--- src/rtl/ksa_pkg.sv ---
// Shared types and helpers for the Kogge-Stone adder: default width,
// prefix-tree depth calculation and the generate/propagate pair type.
package ksa_pkg;

   localparam int KSA_WIDTH_DEF = 4;

   typedef struct packed {
      logic g;
      logic p;
   } gp_t;

   // Number of prefix levels needed to span WIDTH bits plus the carry-in node.
   function automatic int ksa_levels(input int width);
      int n;
      n = 0;
      for (int i = 0; i < 31; i++) begin
         if ((1 << i) < width + 1) begin
            n = i + 1;
         end
      end
      return n;
   endfunction

endpackage

--- src/rtl/kogge_stone_adder_if.sv ---
// Operand/result bus of the Kogge-Stone adder; master drives operands,
// slave (the adder) returns the registered sum.
interface kogge_stone_adder_if
   import ksa_pkg::*;
#(
   parameter int WIDTH = KSA_WIDTH_DEF
);
   logic             in_valid;
   logic [WIDTH-1:0] a;
   logic [WIDTH-1:0] b;
   logic             cin;
   logic             out_valid;
   logic [WIDTH:0]   s;

   modport master (
      output in_valid, a, b, cin,
      input  out_valid, s
   );

   modport slave (
      input  in_valid, a, b, cin,
      output out_valid, s
   );
endinterface

--- src/rtl/ksa_prefix_cell.sv ---
// Kogge-Stone black cell: merges a higher and a lower generate/propagate
// span into one covering both.
module ksa_prefix_cell
   import ksa_pkg::*;
(
   input  gp_t hi,
   input  gp_t lo,
   output gp_t out
);
   assign out = gp_t'{g: hi.g | (hi.p & lo.g), p: hi.p & lo.p};
endmodule

--- src/rtl/kogge_stone_adder.sv ---
// Registered Kogge-Stone adder computing a + b + cin with carry-out.
// Define KSA_PIPE_EN to register the prefix-tree result (latency 2).
module kogge_stone_adder
   import ksa_pkg::*;
#(
   parameter int WIDTH = KSA_WIDTH_DEF
)(
   input logic                 clk,
   input logic                 rst,
   kogge_stone_adder_if.slave  bus
);
   localparam int LEVELS = ksa_levels(WIDTH);
   localparam int NODES  = WIDTH + 1;

   // Node 0 is the carry-in (bit -1); node i+1 is operand bit i.
   gp_t              tree [LEVELS+1][NODES];
   logic [WIDTH:0]   carry;
   logic [WIDTH-1:0] prop;

   assign tree[0][0] = gp_t'{g: bus.cin, p: 1'b0};

   for (genvar gi = 0; gi < WIDTH; gi++) begin : g_pre
      assign tree[0][gi+1] = gp_t'{g: bus.a[gi] & bus.b[gi], p: bus.a[gi] ^ bus.b[gi]};
   end

   for (genvar gk = 0; gk < LEVELS; gk++) begin : g_level
      for (genvar gi = 0; gi < NODES; gi++) begin : g_node
         if (gi >= (1 << gk)) begin : g_cell
            ksa_prefix_cell u_cell (
               .hi  (tree[gk][gi]),
               .lo  (tree[gk][gi - (1 << gk)]),
               .out (tree[gk+1][gi])
            );
         end else begin : g_pass
            assign tree[gk+1][gi] = tree[gk][gi];
         end
      end
   end

   // After the last level node i holds G[i-1:-1], the carry into bit i.
   for (genvar gi = 0; gi < NODES; gi++) begin : g_carry
      assign carry[gi] = tree[LEVELS][gi].g;
   end

   assign prop = bus.a ^ bus.b;

   logic [WIDTH:0]   post_carry;
   logic [WIDTH-1:0] post_prop;
   logic             post_valid;

`ifdef KSA_PIPE_EN
   logic [WIDTH:0]   carry_q, carry_d;
   logic [WIDTH-1:0] prop_q, prop_d;
   logic             mid_valid_q, mid_valid_d;

   always_comb begin
      carry_d     = carry_q;
      prop_d      = prop_q;
      mid_valid_d = bus.in_valid;
      if (bus.in_valid) begin
         carry_d = carry;
         prop_d  = prop;
      end
   end

   always_ff @(posedge clk) begin
      if (rst) begin
         carry_q     <= '0;
         prop_q      <= '0;
         mid_valid_q <= 1'b0;
      end else begin
         carry_q     <= carry_d;
         prop_q      <= prop_d;
         mid_valid_q <= mid_valid_d;
      end
   end

   assign post_carry = carry_q;
   assign post_prop  = prop_q;
   assign post_valid = mid_valid_q;
`else
   assign post_carry = carry;
   assign post_prop  = prop;
   assign post_valid = bus.in_valid;
`endif

   logic [WIDTH:0] sum;
   logic [WIDTH:0] s_q, s_d;
   logic           out_valid_q, out_valid_d;

   assign sum = {post_carry[WIDTH], post_prop ^ post_carry[WIDTH-1:0]};

   // The sum register holds its last result across idle cycles.
   always_comb begin
      s_d         = s_q;
      out_valid_d = post_valid;
      if (post_valid) begin
         s_d = sum;
      end
   end

   always_ff @(posedge clk) begin
      if (rst) begin
         s_q         <= '0;
         out_valid_q <= 1'b0;
      end else begin
         s_q         <= s_d;
         out_valid_q <= out_valid_d;
      end
   end

   assign bus.s         = s_q;
   assign bus.out_valid = out_valid_q;

endmodule

--- src/flat_wrapper.sv ---
// flat-port wrapper written by rule: the top's interface ports become plain ports
module kogge_stone_adder_flat import ksa_pkg::*;
#(
   parameter int WIDTH = KSA_WIDTH_DEF
)
  (clk, rst, bus_in_valid, bus_a, bus_b, bus_cin, bus_out_valid, bus_s);
  kogge_stone_adder_if #(.WIDTH(WIDTH)) bus_i ();
  input logic clk;
  input logic rst;
  input wire logic [$bits(bus_i.in_valid)-1:0] bus_in_valid;
  input wire logic [$bits(bus_i.a)-1:0] bus_a;
  input wire logic [$bits(bus_i.b)-1:0] bus_b;
  input wire logic [$bits(bus_i.cin)-1:0] bus_cin;
  output wire logic [$bits(bus_i.out_valid)-1:0] bus_out_valid;
  output wire logic [$bits(bus_i.s)-1:0] bus_s;
  assign bus_i.in_valid = bus_in_valid;
  assign bus_i.a = bus_a;
  assign bus_i.b = bus_b;
  assign bus_i.cin = bus_cin;
  assign bus_out_valid = bus_i.out_valid;
  assign bus_s = bus_i.s;
  kogge_stone_adder #(.WIDTH(WIDTH)) u_core (.clk(clk), .rst(rst), .bus(bus_i));
endmodule
--- config.mk ---
export PLATFORM = sky130hd
export DESIGN_NAME = kogge_stone_adder_flat
export DESIGN_NICKNAME = d
export VERILOG_FILES = /design/src/rtl/ksa_pkg.sv /design/src/rtl/kogge_stone_adder_if.sv /design/src/rtl/ksa_prefix_cell.sv /design/src/rtl/kogge_stone_adder.sv /design/src/flat_wrapper.sv
export SDC_FILE = /design/constraint.sdc
export NUM_CORES = 1
export LEC_CHECK = 0
export CAP_MARGIN = 20
export CORE_AREA = 2 2 39 41
export DETAILED_ROUTE_END_ITERATION = 8
export DIE_AREA = 0 0 41 43
export HOLD_SLACK_MARGIN = 0.05
export PLACE_DENSITY = 0.64
export SYNTH_ARGS = -nofsm -noshare
export SYNTH_HDL_FRONTEND = slang
export SYNTH_HIERARCHICAL = 1
export SYNTH_SLANG_ARGS = --single-unit
--- constraint.sdc ---
create_clock -name clk -period 2.2 [get_ports clk]
set_input_delay 0.66 -clock clk [delete_from_list [all_inputs] [get_ports clk]]
set_output_delay 0.66 -clock clk [all_outputs]
set_load 0.005 [all_outputs]
# Word level (Yosys, flattened, before mapping)
# Cells that the tools add are included.
[word_totals]
reg_bits = 6
elab_cells = 32
[classes]
bitwise = 30
[ops]
columns = ["op", "count"]
rows = [
  ["1-bit bitwise AND", 16],
  ["1-bit OR", 8],
  ["4-bit XOR", 2],
  ["1-bit XOR", 4],
]

# Depth between registers and ports, before layout
# Gate-level depths: netlist (run 1).
[logic_depth]
depth_word = 6
mapped_depth = 6
depth_no_buf = 6

# Modules after synthesis
# The synthesis (run 1) kept the hierarchy.
[modules_own_cells]
columns = ["module", "n_inst", "cells_per_inst", "area_per_inst_um2", "seq_area_each_um2"]
rows = [
  ["kogge_stone_adder", 1, 27, 285.3, 120.1],
  ["ksa_prefix_cell", 8, 2, 15.0, 0.0],
]

# Worst setup path after synthesis (run 1)
# Ideal clock, no wire load.
[synth_path]
kind = "input -> register"
start = "input port bus_a[0]"
end = "register u_core.s_q[4], in the netlist u_core/bus.s[4]"
setup_time_ns = 0.114
arrival_ns = 1.687
t_required_ns = 2.086
path_slack_ns = 0.399
path_stages = 6
cell_sequence = "ha_1 -> and2_2 -> and2_2 -> a21o_1 -> mux2i_1 -> nor2_1"
[synth_rtl]
columns = ["element", "line", "text"]
rows = [
  ["start, declared", "flat_wrapper.sv:11", "input wire logic [$bits(bus_i.a)-1:0] bus_a;"],
  ["end signal, assigned", "kogge_stone_adder.sv:104", "s_q <= '0;"],
  ["end signal, assigned", "kogge_stone_adder.sv:107", "s_q <= s_d;"],
  ["end, declared", "kogge_stone_adder.sv:88", "logic [WIDTH:0] s_q, s_d;"],
]

==> results of run 1 <==
==> critical path: stages <==
cell             delay (ns)
clkdlybuf4s50_1        0.42
ha_1                   0.34
and2_2                 0.19
and2_2                 0.18
a21o_1                 0.17
mux2i_1                0.12
nor2_1                 0.05
==> stage by stage <==
step,hold slack [ns],setup slack (ns),std cells
after CTS,0.4841,0.2009,78
after global routing,0.5138,0.1394,78
final,0.4851,0.2095,78
after global placement,0.4746,-0.03266,75
after floorplan,0.4732,0.4260,38
after detailed placement,0.4780,-0.06078,75
==> per-layer routing <==
metal | up-vias | routed length (microns) | track usage [%] | share of wire (%)
li1 | 182 | - | - | -
met1 | 147 | 314 | 10.86 | 41
met2 | 16 | 344 | 15.94 | 45
met3 | 3 | 78 | 3.141 | 10
met4 | 0 | 23 | 10.00 | 3.0
met5 | - | 0 | 0 | 0
==> how the worst max path moves through the flow <==
stage,endpoint,slack (ns),cells past startpoint
floorplan,u_core/bus.s[4],0.43,6
global placement,u_core/bus.s[4],-0.03,7
detailed placement,u_core/bus.s[4],-0.06,7
CTS,u_core/bus.s[4],0.20,7
global route,u_core/bus.s[4],0.14,7
finish,u_core/bus.s[4],0.21,7
==> final cells by class <==
cell class	instances	share of cell area (%)
multi-input combinational	31	39.34
timing repair buffer	22	34.02
sequential	6	19.67
clock buffer	3	3.689
tap	16	3.279
==> state kept, by name, summed over array words and instances, names as in the netlist <==
signal                cells
u_core/bus.s              5
u_core/bus.out_valid      1
==> power by group through the flow <==
stage          sequential [mW]  clock, mW  combinational [mW]
2_1_floorplan            0.126          0              0.0565
3_3_place_gp             0.125          0               0.116
3_5_place_dp             0.125          0               0.117
4_1_cts                  0.123      0.108               0.118
5_1_grt                  0.124      0.117               0.128
6_report                 0.123      0.105               0.116
==> results.md, run 1 <==
- Outcome: completed
- IO Port Bufs: 17
- Synthesized area: ~370 sq um
- Unrepaired setup endpoints after global routing: no
- Leakage power: approximately 0.29 nW
- Logic gate share of total power: about a third
- Clock Sinks: 6
- Fmax: 0.5024 GHz
- DRC errors left: 0
- Final Cell Area: roughly 600 sq um
- Tmin final: approximately 2.0 ns
- Sw power: approximately 0.086 mW
- Arrival @ worst endpoint: roughly 2.1 ns
- CTS buffer count: 3
- Mean Syn Cell Area: between 9 and 10 sq um
- Post-synthesis cell count: 38
- Routed wire length: ~760 microns
- CTS root buf: clkbuf_4
- FP Rows: 14
- Hold path start: u_core/bus.s[1]
- Die width: between 40 and 50 microns
- Layout net count: 80
- Warnings from Yosys: 6
- Relative slew margins: 78.43%
- Slew @ Worst Pin: 0.3225 ns
- Kind of critical path: input pin to flop
- Later-pin clock latency in the skew report: 0.25 ns
- Vias: 348
- GRT Total Usage: between 10% and 20%
- Crit Path Max Fanout: 4
- Skew final: 0 ns
- Worst Hold Path Cells: 2
- Clk pwr share: between 30% and 40%
- Register Area: 120.1 sq um
- Multi-input logic area: between 200 and 250 sq um
- Starting Density: 26.85%
- Reg2reg start: u_core/bus.s[2]
- TNS Setup: 0 ns
- Crit path launch: bus_a[1]
- Slew Viols, Final: 0
- Hold Violations, Final: 0
- Grt ovf: 0
- Reg clk slew, reported paths: roughly 0.04 ns
- Core Footprint: 0.001384 sq mm
- Maximum Capacitance Violations: 0
- DP Area: a little under 600 sq um
- Worst reg2reg path depth: 2
- CP required: about 2.3 ns
- DR WL/cell: ~9.7 microns
- Die Footprint: 0.001763 sq mm
- CTS Hold Bufs: 0
- Switching share of power: roughly a quarter
- Fin util: between 40 and 50%
- Worst R2R End: u_core/bus.s[2]
- Initial antenna violation count: 0
- Ant diodes: 0
- Area delta synth->final: 64.31%
- HP Class: flop to flop
- Placer Congestion: between 0.6 and 0.7
- Clk buf depth: 2
- Number of DRC markers in iteration 0: 2
- Worst Hold Path EP: u_core/bus.s[1]
- Vias in the first global route: about 300
- Post-DR vias/cell: ~4.5
- Post-CTS Setup Inserts: 0
- Final setup vio count: 0
- Cell Pwr Density: 563.4 mW/mm^2
- Total power: ~0.34 mW
- I/O pin cnt: 18
- Seq pwr share: 35.8%
- ANT nets after route: 0
- Most frequent cells in the layout: clkdlybuf4s50_1 (17), a21o_1 (8), dfxtp_1 (6), nor2_1 (5), buf_4 (5)
- H-tree levels: 1
- Fillers: about 150
- Syn Nets: 54
- Post-cts resize count: 0
- Pre-antenna DRT Iters: 3
- Die Y: ~43 microns
- Fin crit share: 90.48%
- Hpwl dp: 630 microns
- Largest net degree at the start of global routing: 11
- Worst vdd ir: approximately 0.13 mV
- Crit start category: input pin
- Worst reg2reg setup slack: 1.55 ns
- Int Pwr: about 0.26 mW
- Setup crit end kind: flop
- Share of cells above drive strength 1: between 15 and 20%
- First-pass GRT wire length: between 1000 and 1500 microns
- Leading cell type in the layout, fill and taps excluded: clkdlybuf4s50_1
- CTS tree: built
No activity file was read; power rests on OpenSTA's default activity.
==> run 2, diff against run 1 <==
--- a/config.mk
+++ b/config.mk
@@ -10,7 +10,7 @@
 export DETAILED_ROUTE_END_ITERATION = 8
 export DIE_AREA = 0 0 41 43
 export HOLD_SLACK_MARGIN = 0.05
-export PLACE_DENSITY = 0.64
+export PLACE_DENSITY = 0.68
 export SYNTH_ARGS = -nofsm -noshare
 export SYNTH_HDL_FRONTEND = slang
 export SYNTH_HIERARCHICAL = 1
==> run 2 against run 1 <==
  * Design area stayed put
  * Non-clock buffer count stayed put
  * Combinational power hardly changed
  * Clock power is 8% lower
  * Clock-buffer cell count stayed put
  * Clock skew stayed put
  * Largest power group unchanged
  * Highest routed layer is now met3
==> results.md, run 2 (synthesis gave the netlist of run 1 again) <==
- Placer Congestion: 0.6908 (about the same)
- FP Rows: 14 (unchanged)
- Setup crit end kind: flop
- IO Port Bufs: 17 (unchanged)
- Starting Density: 26.85% (unchanged)
- Worst-path cell chain: clkdlybuf4s50_1 -> ha_1 -> and2_2 -> and2_2 -> a21o_1 -> mux2i_1 -> nor2_1
- Die Footprint: 0.001763 sq mm (unchanged)
- Area delta synth->final: 64.31% (unchanged)
- DR WL/cell: 8.821 microns (-9.5%)
- Slew @ Worst Pin: 0.3348 ns (+0.01228 ns)
- Hold Violations, Final: 0 (unchanged)
- Fmax: 0.5037 GHz (+0.25%)
- Number of flip-flops in the largest register: 5 (unchanged)
- Multi-input logic area: 240.2 sq um (unchanged)
- Vias: 343 (-1.4%)
- Relative slew margins: 77.61% (-0.82 points)
- Post-DR vias/cell: 4.397 (-1.4%)
- Delay-heaviest family, CP: simple AND/OR/NAND/NOR gates
- Initial antenna violation count: 0 (unchanged)
- First-pass GRT wire length: 1214 microns (+0.58%)
- ANT nets after route: 0 (unchanged)
- Critical path depth in cells: 7 (unchanged)
- Most frequent cells in the layout: clkdlybuf4s50_1 (17), a21o_1 (8), dfxtp_1 (6), nor2_1 (5), buf_4 (5)
- CTS tree: built
- Clock Sinks: 6 (unchanged)
- Fillers: 157 (+1.9%)
- Vias in the first global route: 324 (+6.2%)
- Clk buf depth: 2 (unchanged)
- Worst R2R End: u_core/bus.s[2]
- Kind of critical path: input pin to flop
- Pre-antenna DRT Iters: 1 (-2)
- Crit path launch: bus_a[1]
- CP max stage cell: clkdlybuf4s50_1
- Skew final: 0 ns (unchanged)
- Fin crit share: 90.25% (-0.23 points)
- Die width: 41 microns (unchanged)
- Cell Pwr Density: 547.9 mW/mm^2 (-2.8%)
- Arrival @ worst endpoint: 2.11 ns (-0.02 ns)
- Routed wire length: 688 microns (-9.5%)
- Share of cells above drive strength 1: 19.35% (unchanged)
- I/O pin cnt: 18 (unchanged)
- Core Footprint: 0.001384 sq mm (unchanged)
- Die Y: 43 microns (unchanged)
- Register Area: 120.1 sq um (unchanged)
- Post-cts resize count: 0 (unchanged)
- Post-CTS Setup Inserts: 0 (unchanged)
- GRT Total Usage: 10.01% (-0.61 points)
- Later-pin clock latency in the skew report: 0.24 ns (about the same)
- CP Buf/Inv Count: 1 (unchanged)
- Reg clk slew, reported paths: 0.04 ns (about the same)
- CP required: 2.32 ns (-0.02 ns)
- Leading cell type in the layout, fill and taps excluded: clkdlybuf4s50_1
- CTS buffer count: 3 (unchanged)
- Crit Path Max Fanout: 4 (unchanged)
- Hpwl dp: 583.1 microns (-7.4%)
- Unrepaired setup endpoints after global routing: no
- Grt ovf: 0 (unchanged)
- DP Area: 588.1 sq um (unchanged)
- Worst vdd ir: 0.1612 mV (+23%)
- Leakage power: 0.2908 nW (unchanged)
- H-tree levels: 1 (unchanged)
- Final setup vio count: 0 (unchanged)
- Outcome: completed
- Slew Viols, Final: 0 (unchanged)
- Tmin final: 1.985 ns (-0.004995 ns)
- Crit start category: input pin
- Final Cell Area: 610.6 sq um (unchanged)
- HP Class: flop to flop
- Worst reg2reg path depth: 2 (unchanged)
- Maximum Capacitance Violations: 0 (unchanged)
- Slowest stage delay, CP: 0.41 ns (about the same)
- Reg2reg start: u_core/bus.s[2]
- DRC errors left: 0 (unchanged)
- Layout net count: 80 (unchanged)
- Worst reg2reg setup slack: 1.54 ns (about the same)
- Total power: 0.3345 mW (-2.8%)
- CTS root buf: clkbuf_4
- Most used cell, CP: and2_2
- Ant diodes: 0 (unchanged)
- Number of DRC markers in iteration 0: 0 (-2)
- Largest net degree at the start of global routing: 11 (unchanged)
- CTS Hold Bufs: 0 (unchanged)
- Critical Path End: u_core/bus.s[4]
[run 2: how the worst min path moves through the flow]
stage                            to            start  cells after the start
floorplan           u_core/bus.s[0]  u_core/bus.s[0]                      2
global placement    u_core/bus.s[0]  u_core/bus.s[0]                      2
detailed placement  u_core/bus.s[0]  u_core/bus.s[0]                      2
CTS                 u_core/bus.s[0]  u_core/bus.s[0]                      2
global route        u_core/bus.s[0]  u_core/bus.s[0]                      2
finish              u_core/bus.s[0]  u_core/bus.s[0]                      2
[run 2: worst reg2reg max path: cells and delay by family (launching register included)]
kind	cells	cell delay, ns
flops	1	0.33
simple gates	1	0.05
compound gates	1	0.20
[run 2: power by group]
group | total (mW) | switching, mW | internal (mW)
logic | 0.115 | 0.0382 | 0.0768
registers | 0.123 | 0.00433 | 0.119
clock network | 0.0962 | 0.0349 | 0.0614
total | 0.335 | 0.0774 | 0.257
[run 2: metrics by stage]
stage | worst slack, ns | std cells | util (%) | hold slack (ns) | TNS (ns)
floorplan | 0.4260 | 38 | - | 0.4732 | 0
global placement | -0.03786 | 75 | 42.50 | 0.4762 | -0.04798
detailed placement | -0.03870 | 75 | 42.50 | 0.4833 | -0.05279
CTS | 0.2105 | 78 | 44.12 | 0.4888 | 0
global route | 0.1519 | 78 | 44.12 | 0.5026 | 0
finish | 0.2145 | 78 | 44.12 | 0.4845 | 0
[run 2: final cells by class]
class                   instances  share of cell area, %
clock buffers                   3                  3.689
flip-flops and latches          6                  19.67
well taps                      16                  3.279
repair buffers                 22                  34.02
multi-input cells              31                  39.34
[run 2: routing by layer]
| layer | vias up | share of wire (%) | track usage (%) |
|---|---|---|---|
| met2 | 14 | 47 | 15.31 |
| met3 | 0 | 7.8 | 1.571 |
| li1 | 183 | - | - |
| met1 | 146 | 45 | 11.46 |
| met5 | - | 0 | 0 |
| met4 | 0 | 0 | 8.000 |
==> run 3, diff against run 2 <==
--- a/config.mk
+++ b/config.mk
@@ -10,7 +10,7 @@
 export DETAILED_ROUTE_END_ITERATION = 8
 export DIE_AREA = 0 0 41 43
 export HOLD_SLACK_MARGIN = 0.05
-export PLACE_DENSITY = 0.68
+export PLACE_DENSITY = 0.72
 export SYNTH_ARGS = -nofsm -noshare
 export SYNTH_HDL_FRONTEND = slang
 export SYNTH_HIERARCHICAL = 1
==> run 3 against run 2 <==
  * Clock power up 2.4%
  * Critical path depth did not move
  * Sequential share of layout area grew 0.24 points
  * Critical endpoint unchanged
  * Power about the same
  * Critical path type unchanged
  * Cell count decreased by 1.3%
  * Die area did not move
==> results.md, run 3 (synthesis gave the netlist of run 1 again) <==
- Hpwl dp: 579.5 microns (-0.62%)
- Largest net degree at the start of global routing: 11 (unchanged)
- Vias: 340 (-0.87%)
- Clock Sinks: 6 (unchanged)
- Area delta synth->final: 62.29%
- Final setup vio count: 0 (unchanged)
- Reg clk slew, reported paths: 0.04 ns (about the same)
- IO Port Bufs: 17 (unchanged)
- Leading cell type in the layout, fill and taps excluded: clkdlybuf4s50_1
- Sw power: 0.07907 mW (+2.1%)
- Number of DRC markers in iteration 0: 2 (+2)
- Crit start category: input pin
- CP Buf/Inv Count: 1 (unchanged)
- Die width: 41 microns (unchanged)
- Maximum Capacitance Violations: 0 (unchanged)
- Final worst setup slack: 0.2020 ns (-0.01248 ns)
- Fillers: 157 (unchanged)
- Int Pwr: 0.2553 mW (-0.71%)
- H-tree levels: 1 (unchanged)
- Clk buf depth: 2 (unchanged)
- Starting Density: 26.85% (unchanged)
- Delay-heaviest family, CP: simple AND/OR/NAND/NOR gates
- Kind of critical path: input pin to flop
- Slowest stage delay, CP: 0.40 ns (about the same)
- Post-cts resize count: 0 (unchanged)
- Worst vdd ir: 0.1733 mV (+7.5%)
- Routed wire length: 701 microns (+1.9%)
- Later-pin clock latency in the skew report: 0.24 ns (about the same)
- Crit Path Max Fanout: 4 (unchanged)
- CTS Hold Bufs: 0 (unchanged)
- Arrival @ worst endpoint: 2.12 ns (about the same)
- Setup crit end kind: flop
- Worst-path cell chain: clkdlybuf4s50_1 -> ha_1 -> and2_2 -> and2_2 -> a21o_1 -> mux2i_1 -> nor2_1
- Post-DR vias/cell: 4.416 (+0.41%)
- Clk pwr share: 29.4% (+0.6 points)
- Pre-antenna DRT Iters: 2 (+1)
- Vias in the first global route: 347 (+7.1%)
- CTS buffer count: 3 (unchanged)
- Seq pwr share: 36.8% (about the same)
- DRC errors left: 0 (unchanged)
- CP required: 2.33 ns (about the same)
- Core Footprint: 0.001384 sq mm (unchanged)
- Filler-free cell count of the finished design: 77 (-1.3%)
- Post-Place Cells: 74 (-1.3%)
- DP Area: 580.6 sq um (-1.3%)
- Cell Pwr Density: 554.4 mW/mm^2 (+1.2%)
- Fmax: 0.5005 GHz (-0.62%)
- Die Y: 43 microns (unchanged)
- HP Class: flop to flop
- Unrepaired setup endpoints after global routing: no
- DR WL/cell: 9.104 microns (+3.2%)
- Worst reg2reg setup slack: 1.55 ns (about the same)
- CP max stage cell: clkdlybuf4s50_1
- Hold Violations, Final: 0 (unchanged)
- Initial antenna violation count: 0 (unchanged)
- Final Cell Area: 603.1 sq um (-1.2%)
- Layout net count: 79 (-1.3%)
- Most used cell, CP: and2_2
- Slew Viols, Final: 0 (unchanged)
- Most frequent cells in the layout: clkdlybuf4s50_1 (17), a21o_1 (8), dfxtp_1 (6), nor2_1 (5)
- CTS tree: built
- Grt ovf: 0 (unchanged)
- Die Footprint: 0.001763 sq mm (unchanged)
- Ant diodes: 0 (unchanged)
- Worst slack, placed: -0.05015 ns (-0.01144 ns)
- Relative slew margins: 77.28% (-0.33 points)
- Number of flip-flops in the largest register: 5 (unchanged)
- CTS root buf: clkbuf_4
- Leakage power: 0.2860 nW (-1.7%)
- Outcome: completed
- I/O pin cnt: 18 (unchanged)
- Share of cells above drive strength 1: 18.03% (-1.3 points)
- ANT nets after route: 0 (unchanged)
- TNS Setup: 0 ns (unchanged)
- Tmin final: 1.998 ns (+0.01248 ns)
- Placer Congestion: 0.7394 (+7.0%)
- Fin crit share: 90.82% (+0.57 points)
- Skew final: 0 ns (unchanged)
- Post-CTS Setup Inserts: 0 (unchanged)
- Slew @ Worst Pin: 0.3397 ns (+0.004912 ns)
- First-pass GRT wire length: 1186 microns (-2.3%)
- Logic gate share of total power: 33.7% (-0.7 points)
- FP Rows: 14 (unchanged)
- Switching share of power: 23.65% (+0.51 points)
- GRT Total Usage: 10.33% (+0.32 points)
## run 3: changes by cell type in the layout (fill, tap and decap cells not counted)
cell	change
buf_4	-1
## run 3: stage by stage
stage	util, %	power (mW)	hold slack (ns)
after floorplan	-	0.1826	0.4732
after global placement	41.95	0.2376	0.4731
after detailed placement	41.95	0.2396	0.4814
after CTS	43.58	0.3414	0.4872
after global routing	43.58	0.3615	0.5221
final	43.58	0.3344	0.4818
## run 3: layout make-up
| cell class | count | area, sq um | share of cell area, % |
|---|---|---|---|
| multi-input combinational | 31 | 240.2 | 39.83 |
| timing repair buffer | 21 | 200.2 | 33.20 |
| sequential | 6 | 120.1 | 19.92 |
| tap | 16 | 20.02 | 3.320 |
| clock buffer | 3 | 22.52 | 3.734 |
## run 3: per-layer routing
layer	vias up	global-route usage, %	share of wire (%)
met5	-	0	0
met4	0	12.00	4.6
met3	4	1.571	8.4
met2	15	15.31	42
met1	138	10.58	45
li1	183	-	-
## run 3: power groups by stage
stage / Combinational [mW] / Clock (mW) / Sequential (mW)
5_1_grt: 0.125 / 0.112 / 0.125
6_report: 0.113 / 0.0985 / 0.123
2_1_floorplan: 0.0565 / 0 / 0.126
4_1_cts: 0.115 / 0.103 / 0.123
3_3_place_gp: 0.113 / 0 / 0.125
3_5_place_dp: 0.114 / 0 / 0.125
## run 3: final timing paths
kind,start,end,cells after the start
worst max-delay path,bus_a[2],u_core/bus.s[4],7
worst min register to register,u_core/bus.s[2],u_core/bus.s[2],2
worst max register to register,u_core/bus.s[3],u_core/bus.s[3],2
worst min-delay path,u_core/bus.s[2],u_core/bus.s[2],2
## run 3: worst register-to-register path: stages, from the launching register on
cell	delay, ns
dfxtp_1	0.32
nor2_1	0.04
a211oi_1	0.20
